<file path="src/rtl/sequencer_vmondecode_pkg.sv">
// Shared definitions for the voltage-monitor filter: ADC channel-to-rail map,
// per-rail state encoding and the rail-count helper.
package sequencer_vmondecode_pkg;

  localparam int unsigned P_MAX_IFNUM = 4;
  localparam int unsigned P_ADC_CHANS = 32;
  localparam logic [7:0]  P_UNMAPPED  = 8'd99;

  typedef enum logic [1:0] {
    RAIL_EMPTY,
    RAIL_VALID,
    RAIL_STALE
  } rail_state_e;

  typedef logic [P_MAX_IFNUM-1:0][P_ADC_CHANS-1:0][7:0] chan_map_t;

  // Channel c maps to rail c on every interface; channel 31 is parked on an
  // unmonitored rail. Values above VRAILS are dropped by the top level.
  function automatic chan_map_t build_chan_map();
    chan_map_t m;
    for (int unsigned i = 0; i < P_MAX_IFNUM; i++) begin
      for (int unsigned c = 0; c < P_ADC_CHANS; c++) begin
        m[i][c] = (c == P_ADC_CHANS - 1) ? P_UNMAPPED : 8'(c);
      end
    end
    return m;
  endfunction

  localparam chan_map_t P_ADC_CHAN_MAP = build_chan_map();

  function automatic int unsigned rail_count(input int unsigned vrails);
    return vrails + 1;
  endfunction

endpackage

</file>
<file path="src/rtl/sequencer_vmonfilter_if.sv">
// ADC streaming bus: one valid/channel/data lane per ADC interface, no back-pressure.
interface sequencer_vmonfilter_if #(
  parameter int unsigned ADC_IFNUM = 1,
  parameter int unsigned ADC_WIDTH = 12
);
  logic [ADC_IFNUM-1:0]           adc_valid;
  logic [ADC_IFNUM*5-1:0]         adc_channel;
  logic [ADC_IFNUM*ADC_WIDTH-1:0] adc_data;

  modport master (output adc_valid, adc_channel, adc_data);
  modport slave  (input  adc_valid, adc_channel, adc_data);
endinterface

</file>
<file path="src/rtl/sequencer_vmon_rail.sv">
// One monitored rail: block averager, OV/UV consecutive-sample qualifier,
// stale-data timer and EMPTY/VALID/STALE state.
module sequencer_vmon_rail
  import sequencer_vmondecode_pkg::*;
#(
  parameter int unsigned W          = 12,
  parameter int unsigned AVG_LOG2   = 2,
  parameter int unsigned FAULT_CNT  = 3,
  parameter int unsigned STALE_CLKS = 65535
) (
  input  logic         clk,
  input  logic         rst_n,
  input  logic         i_smp_vld,
  input  logic [W-1:0] i_smp_data,
  input  logic         i_mon_en,
  input  logic [W-1:0] i_ov_thr,
  input  logic [W-1:0] i_uv_thr,
  input  logic         i_fault_clr,
  output logic [W+1:0] o_level_q,
  output logic         o_ov_fault,
  output logic         o_uv_fault,
  output logic         o_stale
);

  localparam int unsigned AW = W + AVG_LOG2;
  localparam int unsigned CW = (AVG_LOG2 > 0) ? AVG_LOG2 : 1;
  localparam int unsigned SW = $clog2(STALE_CLKS + 1);
  localparam logic [CW-1:0] P_LAST      = CW'((1 << AVG_LOG2) - 1);
  localparam logic [SW-1:0] P_STALE_MAX = SW'(STALE_CLKS);
  localparam logic [SW-1:0] P_STALE_PRE = SW'(STALE_CLKS - 1);
  localparam logic [3:0]    P_FAULT_MAX = 4'(FAULT_CNT);

  logic [AW-1:0] r_acc, w_sum;
  logic [CW-1:0] r_cnt;
  logic [W-1:0]  r_level, w_avg;
  logic          r_strobe, w_done, w_timeout, w_valid;
  logic [SW-1:0] r_scnt;
  logic          r_stale;
  logic [3:0]    r_ov_cnt, r_uv_cnt, w_ov_cnt_nxt, w_uv_cnt_nxt;
  logic          r_ov_fault, r_uv_fault, w_ov_set, w_uv_set;
  rail_state_e   r_state, w_state_nxt;

  assign w_sum     = r_acc + AW'(i_smp_data);
  assign w_avg     = W'(w_sum >> AVG_LOG2);
  assign w_done    = i_smp_vld && (r_cnt == P_LAST);
  assign w_timeout = !i_smp_vld && (r_scnt == P_STALE_PRE);

  always_ff @(posedge clk or negedge rst_n) begin
    if (!rst_n) begin
      r_acc    <= '0;
      r_cnt    <= '0;
      r_level  <= '0;
      r_strobe <= 1'b0;
    end else begin
      r_strobe <= w_done;
      if (w_done) begin
        r_acc   <= '0;
        r_cnt   <= '0;
        r_level <= w_avg;
      end else if (i_smp_vld) begin
        r_acc <= w_sum;
        r_cnt <= r_cnt + CW'(1);
      end
    end
  end

  // A sample landing on the saturating cycle resets the timer before it can fire.
  always_ff @(posedge clk or negedge rst_n) begin
    if (!rst_n) begin
      r_scnt  <= '0;
      r_stale <= 1'b0;
    end else if (i_smp_vld) begin
      r_scnt  <= '0;
      r_stale <= 1'b0;
    end else if (r_scnt != P_STALE_MAX) begin
      r_scnt <= r_scnt + SW'(1);
      if (w_timeout) r_stale <= 1'b1;
    end
  end

  always_ff @(posedge clk or negedge rst_n) begin
    if (!rst_n) r_state <= RAIL_EMPTY;
    else        r_state <= w_state_nxt;
  end

  always_comb begin
    w_state_nxt = r_state;
    unique case (r_state)
      RAIL_EMPTY, RAIL_VALID, RAIL_STALE: begin
        if (w_done)         w_state_nxt = RAIL_VALID;
        else if (w_timeout) w_state_nxt = RAIL_STALE;
      end
      default: w_state_nxt = RAIL_EMPTY;
    endcase
  end

  always_comb begin
    w_valid   = (r_state == RAIL_VALID);
    o_level_q = {w_valid, r_strobe, r_level};
    o_stale   = r_stale;
  end

  always_comb begin
    w_ov_cnt_nxt = r_ov_cnt;
    w_uv_cnt_nxt = r_uv_cnt;
    if (!i_mon_en) begin
      w_ov_cnt_nxt = '0;
      w_uv_cnt_nxt = '0;
    end else if (r_strobe) begin
      if (r_level > i_ov_thr)
        w_ov_cnt_nxt = (r_ov_cnt == P_FAULT_MAX) ? r_ov_cnt : r_ov_cnt + 4'd1;
      else
        w_ov_cnt_nxt = '0;
      if (r_level < i_uv_thr)
        w_uv_cnt_nxt = (r_uv_cnt == P_FAULT_MAX) ? r_uv_cnt : r_uv_cnt + 4'd1;
      else
        w_uv_cnt_nxt = '0;
    end
    w_ov_set = i_mon_en && r_strobe && (r_level > i_ov_thr) && (w_ov_cnt_nxt == P_FAULT_MAX);
    w_uv_set = i_mon_en && r_strobe && (r_level < i_uv_thr) && (w_uv_cnt_nxt == P_FAULT_MAX);
  end

  always_ff @(posedge clk or negedge rst_n) begin
    if (!rst_n) begin
      r_ov_cnt   <= '0;
      r_uv_cnt   <= '0;
      r_ov_fault <= 1'b0;
      r_uv_fault <= 1'b0;
    end else begin
      r_ov_cnt   <= (i_fault_clr && !w_ov_set) ? '0 : w_ov_cnt_nxt;
      r_uv_cnt   <= (i_fault_clr && !w_uv_set) ? '0 : w_uv_cnt_nxt;
      r_ov_fault <= w_ov_set || (r_ov_fault && !i_fault_clr);
      r_uv_fault <= w_uv_set || (r_uv_fault && !i_fault_clr);
    end
  end

  assign o_ov_fault = r_ov_fault;
  assign o_uv_fault = r_uv_fault;

endmodule

</file>
<file path="src/rtl/sequencer_vmonfilter.sv">
// ADC-to-rail routing with highest-interface-wins arbitration, feeding one
// averaging/qualifying rail slice per monitored rail (VIN plus VRAILS outputs).
module sequencer_vmonfilter
  import sequencer_vmondecode_pkg::*;
#(
  parameter int unsigned VRAILS     = 4,
  parameter int unsigned ADC_IFNUM  = 1,
  parameter int unsigned ADC_WIDTH  = 12,
  parameter int unsigned AVG_LOG2   = 2,
  parameter int unsigned FAULT_CNT  = 3,
  parameter int unsigned STALE_CLKS = 65535
) (
  input  logic                                   CLOCK,
  input  logic                                   RESET_N,
  sequencer_vmonfilter_if.slave                  adc,
  input  logic [VRAILS:0]                        MON_EN,
  input  logic [(VRAILS+1)*ADC_WIDTH-1:0]        OV_THRESH,
  input  logic [(VRAILS+1)*ADC_WIDTH-1:0]        UV_THRESH,
  input  logic [VRAILS:0]                        FAULT_CLR,
  output logic [(VRAILS+1)*(ADC_WIDTH+2)-1:0]    ADC_LEVEL_Q,
  output logic [VRAILS:0]                        OV_FAULT,
  output logic [VRAILS:0]                        UV_FAULT,
  output logic [VRAILS:0]                        STALE
);

  localparam int unsigned R = rail_count(VRAILS);

  logic [R-1:0]                w_rail_vld;
  logic [R-1:0][ADC_WIDTH-1:0] w_rail_data;

  // Ascending interface scan: the last match, i.e. highest index, overwrites.
  always_comb begin
    w_rail_vld  = '0;
    w_rail_data = '0;
    for (int unsigned r = 0; r < R; r++) begin
      for (int unsigned i = 0; i < ADC_IFNUM; i++) begin
        if (adc.adc_valid[i] &&
            (32'(P_ADC_CHAN_MAP[i][adc.adc_channel[i*5 +: 5]]) == r)) begin
          w_rail_vld[r]  = 1'b1;
          w_rail_data[r] = adc.adc_data[i*ADC_WIDTH +: ADC_WIDTH];
        end
      end
    end
  end

  for (genvar g = 0; g < R; g++) begin : g_rail
    sequencer_vmon_rail #(
      .W          (ADC_WIDTH),
      .AVG_LOG2   (AVG_LOG2),
      .FAULT_CNT  (FAULT_CNT),
      .STALE_CLKS (STALE_CLKS)
    ) u_rail (
      .clk         (CLOCK),
      .rst_n       (RESET_N),
      .i_smp_vld   (w_rail_vld[g]),
      .i_smp_data  (w_rail_data[g]),
      .i_mon_en    (MON_EN[g]),
      .i_ov_thr    (OV_THRESH[g*ADC_WIDTH +: ADC_WIDTH]),
      .i_uv_thr    (UV_THRESH[g*ADC_WIDTH +: ADC_WIDTH]),
      .i_fault_clr (FAULT_CLR[g]),
      .o_level_q   (ADC_LEVEL_Q[g*(ADC_WIDTH+2) +: ADC_WIDTH+2]),
      .o_ov_fault  (OV_FAULT[g]),
      .o_uv_fault  (UV_FAULT[g]),
      .o_stale     (STALE[g])
    );
  end

endmodule
</file>
<file path="src/flat_wrapper.sv">
// flat-port wrapper written by rule: the top's interface ports become plain ports
module sequencer_vmonfilter_flat import sequencer_vmondecode_pkg::*;
#(
  parameter int unsigned VRAILS     = 4,
  parameter int unsigned ADC_IFNUM  = 1,
  parameter int unsigned ADC_WIDTH  = 12,
  parameter int unsigned AVG_LOG2   = 2,
  parameter int unsigned FAULT_CNT  = 3,
  parameter int unsigned STALE_CLKS = 65535
)
  (CLOCK, RESET_N, MON_EN, OV_THRESH, UV_THRESH, FAULT_CLR, ADC_LEVEL_Q, OV_FAULT, UV_FAULT, STALE, adc_adc_valid, adc_adc_channel, adc_adc_data);
  sequencer_vmonfilter_if #(.ADC_IFNUM(ADC_IFNUM), .ADC_WIDTH(ADC_WIDTH)) adc_i ();
  input  logic CLOCK;
  input  logic RESET_N;
  input  logic [VRAILS:0] MON_EN;
  input  logic [(VRAILS+1)*ADC_WIDTH-1:0] OV_THRESH;
  input  logic [(VRAILS+1)*ADC_WIDTH-1:0] UV_THRESH;
  input  logic [VRAILS:0] FAULT_CLR;
  output logic [(VRAILS+1)*(ADC_WIDTH+2)-1:0] ADC_LEVEL_Q;
  output logic [VRAILS:0] OV_FAULT;
  output logic [VRAILS:0] UV_FAULT;
  output logic [VRAILS:0] STALE;
  input wire logic [$bits(adc_i.adc_valid)-1:0] adc_adc_valid;
  input wire logic [$bits(adc_i.adc_channel)-1:0] adc_adc_channel;
  input wire logic [$bits(adc_i.adc_data)-1:0] adc_adc_data;
  assign adc_i.adc_valid = adc_adc_valid;
  assign adc_i.adc_channel = adc_adc_channel;
  assign adc_i.adc_data = adc_adc_data;
  sequencer_vmonfilter #(.VRAILS(VRAILS), .ADC_IFNUM(ADC_IFNUM), .ADC_WIDTH(ADC_WIDTH), .AVG_LOG2(AVG_LOG2), .FAULT_CNT(FAULT_CNT), .STALE_CLKS(STALE_CLKS)) u_core (.CLOCK(CLOCK), .RESET_N(RESET_N), .adc(adc_i), .MON_EN(MON_EN), .OV_THRESH(OV_THRESH), .UV_THRESH(UV_THRESH), .FAULT_CLR(FAULT_CLR), .ADC_LEVEL_Q(ADC_LEVEL_Q), .OV_FAULT(OV_FAULT), .UV_FAULT(UV_FAULT), .STALE(STALE));
endmodule
</file>
<file path="config.mk">
export PLATFORM = sky130hd
export DESIGN_NAME = sequencer_vmonfilter_flat
export DESIGN_NICKNAME = d
export VERILOG_FILES = /design/src/rtl/sequencer_vmondecode_pkg.sv /design/src/rtl/sequencer_vmonfilter_if.sv /design/src/rtl/sequencer_vmon_rail.sv /design/src/rtl/sequencer_vmonfilter.sv /design/src/flat_wrapper.sv
export SDC_FILE = /design/constraint.sdc
export NUM_CORES = 1
export LEC_CHECK = 0
export CORE_MARGIN = 2
export CORE_UTILIZATION = 60
export DETAILED_ROUTE_END_ITERATION = 10
export PLACE_DENSITY_LB_ADDON = 0.1
export SYNTH_ARGS = -nofsm -noshare
export SYNTH_HDL_FRONTEND = slang
export SYNTH_HIERARCHICAL = 1
export SYNTH_SLANG_ARGS = --single-unit
</file>
<file path="constraint.sdc">
create_clock -name CLOCK -period 5.25 [get_ports CLOCK]
set_input_delay 1.05 -clock CLOCK [delete_from_list [all_inputs] [get_ports CLOCK]]
set_output_delay 1.05 -clock CLOCK [all_outputs]
set_load 0.03 [all_outputs]
</file>
==> impl_metrics.toml, run 1 <==
[sta]
worstMarginPinSlew_ps = 748.1
rsz0062_at_grt = "false"
fin_crit_ps = 3926
slew_viol_final = 0
setup_viol = 0
fin_crit_sh_pct = 74.78
fin_setup_tns_ps = 0
final_hold_viol_count = 0
clock_skew_ps = 15.75
max_freq_ghz = 0.2547
slew_headroom_pct = 50.12

[clocking]
clock-sinks = 290
cts_hold_buf = 0
cts_tree = "done"
clock_tree.root_cell = "clkbuf_16"
cts_max_level = 2
post-cts-setup-buffer-count = 0
clock_latency_ps = 510
cts-resized-gates = 0
clk_pin_slew_ps = 60
cts_buffers = 35
cts_buffer_depth = 3

[pwr]
pwr-share-seq_pct = 43.2
p_per_area_mw_per_mm2 = 271.7
p_comb_share_pct = 16.0
internal_power_w = 0.004739
peakVddDrop_v = 0.0003422
switching_share_pct = 27.30
p_clk_share_pct = 40.8
p_leak_nw = 11.75
power.net_switching_w = 0.001779

[setup_path]
arrival_ps = 4290
critical_path_class = "input port to flip-flop"
r2r-start = "u_core/g_rail[0].u_rail/r_acc[0]"
r2r_slack_ps = 2560
cp-end-kind = "flip-flop"
start_kind = "input port"
rr_endpoint = "u_core/g_rail[0].u_rail/r_acc[10]"
critPathMaxFanout = 39
reg2regPathDepth = 8
required_ps = 5610

[synthesis]
yosysSeqAreaShare_pct = 36.23
synth_edf_count = 0
synth-seq-cells = 290
postSynthCellCount = 2182
async_reset_ff_share_pct = 100.0
netlist_area_mm2 = 0.02003
syn_area_per_cell_um2 = 9.179
syn-num-nets = 2542
ys.flop_type = "dfrtp_1"
yosys_warnings = 6
ys_types = 96

[layout]
antenna_cells = 0
final_util_pct = 73.36
area_growth_pct = 19.79
fill_cells = 2352
final_cell_mix = "dfrtp_1 (290), clkdlybuf4s50_1 (233), ha_1 (205), inv_1 (189), nand2_1 (170)"
final_common_cell = "dfrtp_1"
drive_gt1_share_pct = 6.031
final_net_count = 2757

[route]
wl_met3_um = 2664
ant_nets = 0
top_layer_used = "met4"
vias_per_cell = 5.944
drt-met1-wl_um = 21480
num_vias = 17020
drt_iter0_markers = 1116
first_pass_iters = 5
wl_um = 48360
drc = 0
wire_per_inst_um = 16.89
wl_met2_um = 23160

[min_path]
hold_path_end = "u_core/g_rail[4].u_rail/r_acc[7]"
hp-class = "flip-flop to flip-flop"
worstHoldStart = "u_core/g_rail[4].u_rail/r_acc[7]"
hold_path_depth = 1

[grt]
grt_max_degree = 97
grt_overflow = 0
grt_pass1_wl_um = 81390
grt_usage_pct = 27.55
antenna_found_initial = 0
grt_pass1_vias = 17020

[placed_design]
routabilityCongestion = 0.8875
port_buffers = 234
place_hpwl_um = 35320

[flow_run]
cap_violations = 0

[floorplan]
die_area_mm2 = 0.03486
start_util_pct = 61.25
design.core.area_mm2 = 0.03270
fp.dieH_um = 186.7
rows = 66
die_w_um = 186.7
io_pins = 235

[outcome]
status = "complete, no violations"
-- power groups by stage --
| stage | combinational, W | clock (W) | sequential (W) |
|---|---|---|---|
| 3_3_place_gp | 0.000980 | 0 | 0.00282 |
| 3_5_place_dp | 0.00103 | 0 | 0.00284 |
| 4_1_cts | 0.00104 | 0.00270 | 0.00281 |
| 5_1_grt | 0.00117 | 0.00279 | 0.00286 |
| 6_report | 0.00104 | 0.00266 | 0.00282 |
| 2_1_floorplan | 0.000653 | 0 | 0.00280 |
-- routing by layer --
layer / track usage [%] / vias up
met1: 36.40 / 8210
met5: 0 / -
met4: 7.418 / 0
met2: 47.30 / 483
li1: - / 8235
met3: 4.213 / 91
-- final cells by class --
cell class	count	area, um^2	share of cell area [%]
Clock inverter	14	250.2	1.043
Inverter	190	713.2	2.973
Clock buffer	47	1033	4.308
Timing Repair Buffer	246	2450	10.21
Multi-Input combinational cell	1634	11730	48.91
Sequential cell	290	7257	30.25
Tap cell	442	553.0	2.305
-- cell families after synthesis --
| kind of cell | synth area share (%) |
|---|---|
| xor+xnor | 5.423 |
| simple gates | 20.22 |
| compound gates | 18.11 |
| fa+ha+maj | 13.31 |
| flops | 36.23 |
| mux | 1.531 |
| buf+inv | 5.179 |
-- synth_stat cells, drive strengths merged, types with 7 or more instances --
cell type | n | area (um^2)
nand3b | 18 | 183.9
and2b | 7 | 53.80
o21a | 30 | 225.2
ha | 205 | 2565
and3 | 78 | 488.0
nor2b | 43 | 271.5
nand4 | 54 | 337.8
xnor2 | 48 | 420.4
o2bb2ai | 40 | 350.3
a21oi | 129 | 649.4
a21boi | 10 | 97.59
and4 | 15 | 138.9
nand3 | 56 | 300.3
nand2b | 23 | 143.9
or2 | 13 | 81.32
nor3b | 8 | 93.84
nand2 | 170 | 638.1
o21ai | 139 | 710.7
inv | 190 | 713.2
nor4b | 9 | 112.6
nor3 | 22 | 125.1
clkbuf | 45 | 171.4
or3 | 22 | 137.6
xor2 | 76 | 665.6
mux2 | 13 | 146.4
a31oi | 17 | 133.9
and2 | 20 | 125.1
o22ai | 11 | 68.82
a311oi | 12 | 105.1
dfrtp | 290 | 7257
o211ai | 21 | 172.7
nor2 | 155 | 581.8
a21o | 44 | 330.3
a211oi | 24 | 200.2
buf | 22 | 143.9
mux2i | 16 | 160.2
nand4b | 9 | 78.83
-- per-stage QoR --
stage / area, um^2 / std cells / setup slack [ps] / hold WS [ps] / total power (W)
finish: 23990 / 2863 / 1324 / 487.3 / 0.006518
global route: 23990 / 2863 / 1164 / 502.4 / 0.006821
CTS: 23990 / 2863 / 1359 / 494.4 / 0.006560
detailed placement: 22710 / 2802 / 875.2 / 479.4 / 0.003869
global placement: 22710 / 2802 / 989.6 / 474.9 / 0.003802
floorplan: 20030 / 2182 / 1673 / 458.7 / 0.003451
-- worst max-delay path: stages --
cell	delay (ps)
clkdlybuf4s50_1	520
nor4b_4	60
buf_4	230
and3_1	250
ha_1	250
fa_1	410
a21o_1	200
a21o_1	230
a2111o_1	450
a311o_1	340
xnor2_1	190
o22ai_1	100
-- flip-flops by register name, indices dropped and copies added (netlist names), 10 cells and up --
name	count
u_core/g_rail.u_rail/r_ov_cnt	20
u_core/g_rail.u_rail/r_scnt	80
u_core/g_rail.u_rail/r_uv_cnt	20
u_core/g_rail.u_rail/r_cnt	10
u_core/g_rail.u_rail/r_level	60
u_core/g_rail.u_rail/r_acc	70
u_core/g_rail.u_rail/r_state	10
-- how the worst max path moves through the flow --
stage | slack [ps] | depth (start not counted) | end | startpoint
final | 1320 | 12 | u_core/g_rail[0].u_rail/r_acc[10] | adc_adc_channel[0]
after global placement | 990 | 12 | u_core/g_rail[0].u_rail/r_acc[10] | adc_adc_channel[0]
after CTS | 1360 | 12 | u_core/g_rail[0].u_rail/r_acc[10] | adc_adc_channel[3]
after global routing | 1160 | 12 | u_core/g_rail[0].u_rail/r_level[8] | adc_adc_channel[4]
after detailed placement | 880 | 12 | u_core/g_rail[0].u_rail/r_acc[10] | adc_adc_channel[3]
after floorplan | 1670 | 11 | u_core/g_rail[0].u_rail/r_acc[10] | adc_adc_valid
Power figures use the tool's default switching activity.
==> run 2, diff against run 1 <==
Settings changed: CORE_UTILIZATION 60 to 58.
Clock period 5.25 ns to 3.75 ns, I/O delays scaled along.
==> run 2 against run 1 <==
Net effect: total power grew 37%; largest power group unchanged; clock skew grew 4.0 ps; first-iteration DRC count shrank 18%; critical endpoint is now u_core/g_rail[2].u_rail/r_acc[13]; wire length is essentially flat; cell area grew 1.5%; worst hold slack lost 280 ps; global-route usage shrank 0.57 points; sequential power grew 40%; worst setup slack lost 920 ps; count of clock-buffer cells in the layout grew 1; critical path type unchanged.
==> impl_metrics.toml, run 2 (synthesized netlist as in run 1, its figures left out) <==
[floorplan]
io_pins = 235
fp.dieH_um = 189.8
die_area_mm2 = 0.03603
start_util_pct = 58.41
die_w_um = 189.8
rows = 68
design.core.area_mm2 = 0.03429

[setup_path]
cp-end-kind = "flip-flop"
start_kind = "input port"
arrival_ps = 3760
critPathMaxFanout = 11
critical_path_class = "input port to flip-flop"
required_ps = 4160

[route]
wl_um = 48390
vias_per_cell = 5.755
ant_nets = 0
drt_iter0_markers = 910
wire_per_inst_um = 16.53
num_vias = 16850
first_pass_iters = 7
drc = 0

[grt]
grt_max_degree = 74
grt_overflow = 0
grt_pass1_vias = 16710
grt_pass1_wl_um = 80950
grt_usage_pct = 26.98
antenna_found_initial = 0

[placed_design]
dp_cells = 2868
port_buffers = 234
place_hpwl_um = 35830
pre_cts_ws_ps = -45.41
routabilityCongestion = 0.8963

[clocking]
clock-sinks = 290
post-cts-setup-buffer-count = 0
clk_pin_slew_ps = 60
cts-resized-gates = 0
cts_hold_buf = 0
cts_tree = "done"
cts_buffers = 34
clock_latency_ps = 510
cts_buffer_depth = 3
clock_tree.root_cell = "clkbuf_16"
cts_max_level = 2

[pwr]
peakVddDrop_v = 0.0003773
pwr-share-seq_pct = 44.2
power.net_switching_w = 0.002481
p_comb_share_pct = 16.8
internal_power_w = 0.006420
p_per_area_mw_per_mm2 = 365.6
switching_share_pct = 27.87
p_clk_share_pct = 39.0
p_leak_nw = 11.99

[sta]
fin_setup_tns_ps = 0
worst_slack_ps = 401.8
slew_headroom_pct = 54.64
worstMarginPinSlew_ps = 678.7
fin_crit_ps = 3348
rsz0062_at_grt = "false"
slew_viol_final = 0
fin_crit_sh_pct = 89.28
clock_skew_ps = 19.77
final_hold_viol_count = 0
setup_viol = 0
max_freq_ghz = 0.2987
hold_slack_ps = 207.8

[layout]
antenna_cells = 0
final_common_cell = "dfrtp_1"
area_growth_pct = 21.55
layoutNonFillerInstCount = 2928
largest_register = "u_core/g_rail.u_rail/r_scnt"
largest_register_ffs = 80
final_cell_mix = "dfrtp_1 (290), clkdlybuf4s50_1 (233), ha_1 (205), inv_1 (189), nand2_1 (170)"
top_regs = "u_core/g_rail.u_rail/r_scnt x80, u_core/g_rail.u_rail/r_acc x70, u_core/g_rail.u_rail/r_level x60"
fill_cells = 2625
final_net_count = 2809
final_util_pct = 71.00
drive_gt1_share_pct = 7.966

[min_path]
hp-class = "input port to async pin"

[outcome]
status = "complete, no violations"

[flow_run]
cap_violations = 0
-- run 2: cell types whose count changed in the layout (fill, tap and decap cells not counted) --
cell / change
clkinvlp_4: -1
inv_6: +2
buf_12: +3
clkbuf_16: -2
bufinv_16: -3
buf_4: +50
clkbuf_1: +1
clkbuf_8: +2
-- run 2: power by group through the flow --
stage,Clock [W],Sequential [W],Combinational [W]
floorplan,0,0.00392,0.000914
global placement,0,0.00395,0.00142
detailed placement,0,0.00397,0.00149
CTS,0.00355,0.00393,0.00150
global route,0.00368,0.00400,0.00169
finish,0.00347,0.00394,0.00149
-- run 2: worst max-delay path, cell delays in order --
cell	delay, ps
clkdlybuf4s50_1	460
nor4b_4	380
buf_4	240
buf_4	160
and3_1	160
ha_1	270
a21oi_1	160
nand2_1	80
o211ai_1	380
a21oi_1	170
or4_1	420
o211ai_1	110
-- run 2: layer usage --
layer / up-vias / track usage, % / wire, um
met5: - / 0 / 0
met4: 0 / 6.202 / 869
met3: 70 / 4.243 / 2514
met2: 372 / 46.24 / 23340
met1: 8084 / 36.05 / 21670
li1: 8324 / - / -
-- run 2: stage by stage --
stage	power (W)	area (um^2)
2_1_floorplan	0.004832	20030
3_3_place_gp	0.005377	23160
3_5_place_dp	0.005460	23160
4_1_cts	0.008986	24340
5_1_grt	0.009365	24340
6_report	0.008900	24340
-- run 2: worst paths after layout --
path | from | endpoint | slack, ps | cells after the start
worst max-delay path | adc_adc_channel[0] | u_core/g_rail[2].u_rail/r_acc[13] | 400 | 12
worst min-delay path | RESET_N | u_core/g_rail[2].u_rail/r_ov_cnt[1] | 210 | 1
worst max register to register | u_core/g_rail[0].u_rail/r_acc[0] | u_core/g_rail[0].u_rail/r_acc[10] | 1140 | 8
worst min register to register | u_core/g_rail[2].u_rail/r_acc[5] | u_core/g_rail[2].u_rail/r_acc[5] | 500 | 1
max in group asynchronous | RESET_N | u_core/g_rail[1].u_rail/r_scnt[2] | 2620 | 2
min in group CLOCK | u_core/g_rail[2].u_rail/r_acc[5] | u_core/g_rail[2].u_rail/r_acc[5] | 500 | 1
-- run 2: cell type report --
class                      count  area [um^2]  share of cell area, %
sequential                   290         7257                  29.81
inverter                     190        713.2                  2.930
multi-input combinational   1634        11730                  48.20
tap                          455        569.3                  2.339
clock inverter                12        170.2                 0.6990
timing repair buffer         299         2885                  11.85
clock buffer                  48         1015                  4.168
